`config.mk`:
```
export PLATFORM = sky130hd
export DESIGN_NAME = rx_depacketizer
export DESIGN_NICKNAME = d
export VERILOG_FILES = /design/src/rtl/rx_depacketizer.sv
export SDC_FILE = /design/constraint.sdc
export NUM_CORES = 1
export LEC_CHECK = 0
export ABC_CLOCK_PERIOD_IN_PS = 2400
export CELL_PAD_IN_SITES_DETAIL_PLACEMENT = 2
export CELL_PAD_IN_SITES_GLOBAL_PLACEMENT = 2
export CORE_MARGIN = 10
export CORE_UTILIZATION = 32
export DETAILED_ROUTE_END_ITERATION = 16
export PLACE_DENSITY = 0.86
export SLEW_MARGIN = 0
export SYNTH_ARGS = -nofsm -noshare
export SYNTH_HDL_FRONTEND = slang
export SYNTH_SLANG_ARGS = --single-unit
```
`constraint.sdc`:
```
create_clock -name clk -period 2.4 [get_ports clk]
set_input_delay 0.6 -clock clk [delete_from_list [all_inputs] [get_ports clk]]
set_output_delay 0.6 -clock clk [all_outputs]
set_load 0.01 [all_outputs]
```
`src/rtl/rx_depacketizer.sv`:
```
// BPSK packet depacketizer: training skip, length header, payload bytes.
// Optional CRC-8 trailer check enabled by defining RX_DEPKT_CRC_EN.
module rx_depacketizer #(
  parameter int TRN_SKIP  = 16,
  parameter int LEN_WIDTH = 8
) (
  input  logic                 clk,
  input  logic                 rst,
  input  logic                 clk_enable,
  input  logic                 BPSK,
  input  logic                 PD_flag,
  input  logic                 BD_flag,
  input  logic                 BD_sgn,
  output logic                 disassert_BD,
  output logic [7:0]           data_out,
  output logic                 data_vld,
  output logic [LEN_WIDTH-1:0] len_out,
  output logic                 pkt_start,
  output logic                 pkt_done,
  output logic                 pkt_err,
  output logic                 crc_ok
);

  typedef enum logic [2:0] {
    IDLE,
    TRN,
    HDR,
    PAY,
`ifdef RX_DEPKT_CRC_EN
    CRC,
`endif
    DONE
  } state_t;

`ifdef RX_DEPKT_CRC_EN
  localparam state_t POST = CRC;
`else
  localparam state_t POST = DONE;
`endif

  localparam int CMAX =
    (TRN_SKIP > LEN_WIDTH) ? TRN_SKIP :
    ((LEN_WIDTH > 8) ? LEN_WIDTH : 8);
  localparam int CW = $clog2(CMAX + 1);

  state_t               state_q;
  logic [CW-1:0]        cnt_q;
  logic [LEN_WIDTH-1:0] byte_cnt_q;
  logic [LEN_WIDTH-1:0] len_q;
  logic [6:0]           sh_q;
  logic                 armed_q;
  logic [7:0]           data_q;
  logic                 vld_q;
  logic                 start_q;
  logic                 done_q;
  logic                 err_q;
  logic                 dis_q;

  logic                 cbit;
  logic                 in_pkt;
  logic                 abort;
  logic [LEN_WIDTH-1:0] len_d;
  logic [7:0]           sh_d;

  assign cbit  = ~(BPSK ^ BD_sgn);
  assign len_d = {len_q[LEN_WIDTH-2:0], cbit};
  assign sh_d  = {sh_q, cbit};

  always_comb begin
    in_pkt = 1'b0;
    unique case (state_q)
      TRN, HDR, PAY: in_pkt = 1'b1;
`ifdef RX_DEPKT_CRC_EN
      CRC:           in_pkt = 1'b1;
`endif
      default:       in_pkt = 1'b0;
    endcase
  end

  assign abort = clk_enable & ~PD_flag & in_pkt;

`ifdef RX_DEPKT_CRC_EN
  logic [7:0] crc_calc_q;
  logic [7:0] crc_calc_d;
  logic [6:0] crc_rx_q;
  logic [7:0] crc_rx_d;
  logic       crc_ok_q;

  // Bit-serial CRC-8, poly 0x07, MSB first.
  assign crc_calc_d = {crc_calc_q[6:0], 1'b0}
                    ^ ((crc_calc_q[7] ^ cbit) ? 8'h07 : 8'h00);
  assign crc_rx_d   = {crc_rx_q, cbit};
  assign crc_ok     = crc_ok_q;

  always_ff @(posedge clk or posedge rst) begin
    if (rst) begin
      crc_calc_q <= '0;
      crc_rx_q   <= '0;
      crc_ok_q   <= 1'b0;
    end else if (clk_enable && !abort) begin
      unique case (state_q)
        IDLE: crc_calc_q <= '0;
        HDR, PAY: crc_calc_q <= crc_calc_d;
        CRC: begin
          crc_rx_q <= crc_rx_d[6:0];
          if (cnt_q == CW'(7))
            crc_ok_q <= (crc_rx_d == crc_calc_q);
        end
        default: ;
      endcase
    end
  end
`else
  assign crc_ok = 1'b1;
`endif

  always_ff @(posedge clk or posedge rst) begin
    if (rst) begin
      state_q    <= IDLE;
      cnt_q      <= '0;
      byte_cnt_q <= '0;
      len_q      <= '0;
      sh_q       <= '0;
      armed_q    <= 1'b1;
      data_q     <= '0;
      vld_q      <= 1'b0;
      start_q    <= 1'b0;
      done_q     <= 1'b0;
      err_q      <= 1'b0;
      dis_q      <= 1'b0;
    end else begin
      vld_q   <= 1'b0;
      start_q <= 1'b0;
      done_q  <= 1'b0;
      err_q   <= 1'b0;
      dis_q   <= 1'b0;
      if (abort) begin
        err_q   <= 1'b1;
        dis_q   <= 1'b1;
        cnt_q   <= '0;
        armed_q <= 1'b0;
        state_q <= IDLE;
      end else if (clk_enable) begin
        unique case (state_q)
          IDLE: begin
            // Re-arm only after the boundary flag has dropped.
            if (!BD_flag)
              armed_q <= 1'b1;
            if (armed_q && BD_flag && PD_flag) begin
              armed_q    <= 1'b0;
              cnt_q      <= '0;
              byte_cnt_q <= '0;
              state_q    <= (TRN_SKIP == 0) ? HDR : TRN;
            end
          end
          TRN: begin
            if (int'(cnt_q) == TRN_SKIP - 1) begin
              cnt_q   <= '0;
              state_q <= HDR;
            end else begin
              cnt_q <= cnt_q + 1'b1;
            end
          end
          HDR: begin
            len_q <= len_d;
            if (int'(cnt_q) == LEN_WIDTH - 1) begin
              cnt_q   <= '0;
              start_q <= 1'b1;
              state_q <= (len_d != '0) ? PAY : POST;
            end else begin
              cnt_q <= cnt_q + 1'b1;
            end
          end
          PAY: begin
            sh_q <= sh_d[6:0];
            if (cnt_q == CW'(7)) begin
              cnt_q      <= '0;
              data_q     <= sh_d;
              vld_q      <= 1'b1;
              byte_cnt_q <= byte_cnt_q + 1'b1;
              if (byte_cnt_q == len_q - 1'b1)
                state_q <= POST;
            end else begin
              cnt_q <= cnt_q + 1'b1;
            end
          end
`ifdef RX_DEPKT_CRC_EN
          CRC: begin
            if (cnt_q == CW'(7)) begin
              cnt_q   <= '0;
              state_q <= DONE;
            end else begin
              cnt_q <= cnt_q + 1'b1;
            end
          end
`endif
          DONE: begin
            done_q  <= 1'b1;
            dis_q   <= 1'b1;
            state_q <= IDLE;
          end
          default: state_q <= IDLE;
        endcase
      end
    end
  end

  assign data_out     = data_q;
  assign data_vld     = vld_q;
  assign len_out      = len_q;
  assign pkt_start    = start_q;
  assign pkt_done     = done_q;
  assign pkt_err      = err_q;
  assign disassert_BD = dis_q;

endmodule
```
==> impl_metrics.json <==
{
  "layout.nets": 301,
  "max-vdd-ir-drop_mv": 0.3223,
  "htreeDepth": 2,
  "firstDrtPassIters": 4,
  "ys_async_sr_fraction_pct": 100.0,
  "routed-via-count": 1988,
  "insertion_delay_ns": 0.31,
  "floorplan.rows": 31,
  "final_global_route_overflow_total": 0,
  "count_of_flip_flops_with_a_built_in_enable_after_synthesis": 0,
  "placeableCoreArea_mm2": 0.007214,
  "synth_area_mm2": 0.002359,
  "fin_total_pwr_mw": 3.200,
  "status": "finished, final reports clean",
  "timing.critical_path.from_type": "flop",
  "critical_path_peak_fanout": 2,
  "drive_above_1_share_pct": 34.83,
  "rsz0062_at_grt": "true",
  "wl_um": 7934,
  "worst_setup_path_end_kind": "flop",
  "cts_root_buf": "clkbuf_8",
  "cts_buffers": 5,
  "mostFrequentLayoutCells": "43 x dfrtp_1, 43 x buf_4, 27 x clkdlybuf4s50_1",
  "top_flip_flop_cell_by_instance_count_after_synthesis": "dfrtp_1",
  "port_buffers": 27,
  "fin_crit_ns": 2.387,
  "floorplan.die.width_um": 105.9,
  "worst_slew_margin_rel_pct": 65.85,
  "fin_crit_sh_pct": 99.47,
  "power.leakage_nw": 1.448,
  "r2r_cell_count": 7,
  "wl_per_cell_um": 20.40,
  "nets_in_the_synthesized_netlist": 233,
  "place_congestion": 0.8102,
  "cts.sink_count": 45,
  "worstPathRequired_ns": 2.58,
  "post_dp_cell_area_mm2": 0.002979,
  "timing.final.hold_violations": 0,
  "final_cell_area_mm2": 0.003223,
  "drv_cap": 0,
  "reg_to_reg_critical_path_endpoint": "state_q[2]$_DFFE_PP0P_",
  "critPathKind": "flop to flop",
  "drt_drc_violations_left": 0,
  "maxSlewViolCount": 0,
  "cts-root-to-sink-buffers": 2,
  "postSynthRegisterBits": 45,
  "antenna_found_initial": 0,
  "holdPathStages": 1,
  "post_synthesis_mean_instance_area_um2": 10.67,
  "setup_viol": 0,
  "seq_area_frac_synth_pct": 47.80,
  "reg2reg_from": "len_out[0]$_DFFE_PP0P_",
  "crit_arrival_ns": 2.57,
  "yosysWarnings": 0,
  "pwr_density_cell_mw_per_mm2": 992.9,
  "least_margin_pin_slew_ns": 0.5111,
  "hold_path_class": "flop to flop",
  "tritoncts": "yes",
  "floorplan.die_area_mm2": 0.01120,
  "hold_end": "data_out[7]$_DFFE_PP0P_",
  "drt_first_iter_violations": 38,
  "synth.distinct_cells": 52,
  "dp_hpwl_um": 5958,
  "grt_pass1_vias": 2270,
  "maximum_number_of_pins_on_one_net_before_global_route_repair": 17,
  "viasPerCell": 5.111,
  "grt_usage_pct": 14.21,
  "die-height_um": 105.9,
  "postCtsHoldBufs": 0,
  "floorplan.initialDensity_pct": 32.69,
  "holdCritStartpoint": "data_out[7]$_DFFE_PP0P_",
  "cts.clk_slew.worst_paths_ns": 0.10,
  "max_freq_mhz": 418.9,
  "finalClockSkew_ns": 0.01502,
  "insertedDiodeCount": 0,
  "grt_pass1_wl_um": 12900,
  "syn2layout_area_growth_pct": 36.66,
  "worst-r2r-setup-slack_ns": 0.01,
  "ios": 29,
  "syn_inst": 221,
  "detail_route_antenna_nets": 0
}
[metrics by stage]
stage / setup TNS, ns / utilization (%) / instances / setup WS [ns] / hold slack, ns
floorplan: 0 / - / 221 / 0.001592 / 0.4749
global placement: -0.08174 / 41.29 / 374 / -0.08174 / 0.4878
detailed placement: -0.6764 / 41.29 / 374 / -0.2350 / 0.5029
CTS: 0 / 43.48 / 385 / 0.02330 / 0.5268
global route: -0.06538 / 44.68 / 389 / -0.04969 / 0.5542
finish: 0 / 44.68 / 389 / 0.01269 / 0.5191
[state kept, by name, summed over array words and instances, names as in the netlist, 3 cells and up]
register,count
byte_cnt_q,8
cnt_q,5
data_out,8
len_out,8
sh_q,7
state_q,3
[power by group]
| part | internal (mW) | switching (mW) | total [mW] | leakage [nW] |
|---|---|---|---|---|
| registers | 0.918 | 0.165 | 1.08 | 0.607 |
| clock network | 0.211 | 0.287 | 0.497 | 0.0447 |
| logic | 0.797 | 0.823 | 1.62 | 0.796 |
[cell type report]
cell class	count	area, um^2
inverters	10	37.54
flip-flops and latches	45	1129
clock buffers	5	68.82
multi-input cells	156	1235
well taps	99	123.9
clock inverters	3	25.02
repair buffers	71	604.3
fillers	773	3991
[cells in the mapped netlist (2+ instances only)]
cell      number  area (um^2)
a21oi_1        6        30.03
nand2_1       18        67.56
clkbuf_1       4        15.01
inv_1         10        37.54
and3_1         5        31.28
nor3_1         7        35.03
or4_1          2        15.01
buf_4          3        22.52
ha_1           5        62.56
nor4_1         2        12.51
mux2_2        22        247.7
o21ai_0       11        55.05
nor2b_1        2        12.51
nand2b_1       3        18.77
nand4_1        2        12.51
o31ai_1        3        22.52
nor2_1        13        48.80
buf_2          3        15.01
xnor2_1        8        70.07
nor3b_1        2        15.01
nand3_1        7        35.03
dfrtp_1       44         1101
xor2_1         8        70.07
or2_2          3        18.77
[how the worst max path moves through the flow]
stage                            from                        end  slack [ns]  depth (start not counted)
6_report       len_out[0]$_DFFE_PP0P_     state_q[2]$_DFFE_PP0P_        0.01                          7
3_5_place_dp                  PD_flag  byte_cnt_q[7]$_DFFE_PP0P_       -0.24                          7
4_1_cts        len_out[0]$_DFFE_PP0P_     state_q[2]$_DFFE_PP0P_        0.02                          7
5_1_grt        len_out[1]$_DFFE_PP0P_     state_q[2]$_DFFE_PP0P_       -0.05                          7
2_1_floorplan  len_out[1]$_DFFE_PP0P_     state_q[2]$_DFFE_PP0P_       0.002                          7
3_3_place_gp                  PD_flag  byte_cnt_q[7]$_DFFE_PP0P_       -0.08                          7
[critical path, stage by stage (launching register included)]
cell and delay, ns:
dfrtp_2 0.44, inv_2 0.09, ha_4 0.20, xnor2_1 0.12
or4_4 0.50, o41ai_4 0.37, nor2b_4 0.24, mux2_4 0.31
[kinds of logic after synthesis]
logic type / synth area share (%)
xor gates and xnor gates: 5.942
adders and majority gates: 2.653
and+or+nand+nor: 17.67
buffers and inverters: 3.819
AOI/OAI and AO/OA: 10.98
muxes: 10.98
other: 0.1590
DFF: 47.80
[per-layer routing]
layer	global-route usage, %	routed length [um]	vias up
li1	-	-	912
met1	15.62	3136	1029
met2	26.50	4423	36
met3	2.923	246	11
met4	4.545	127	0
met5	0	0	-
[timing repair]
action / CTS / global route
gates resized for setup: 8 / 10
endpoints found under the setup margin: 3 / 4
pin swaps: 1 / 4
setup buffers: 3 / 4
gates cloned: 0 / 0
hold endpoints to repair: 0 / 0
Note: power is estimated with default switching activity, not from simulation.
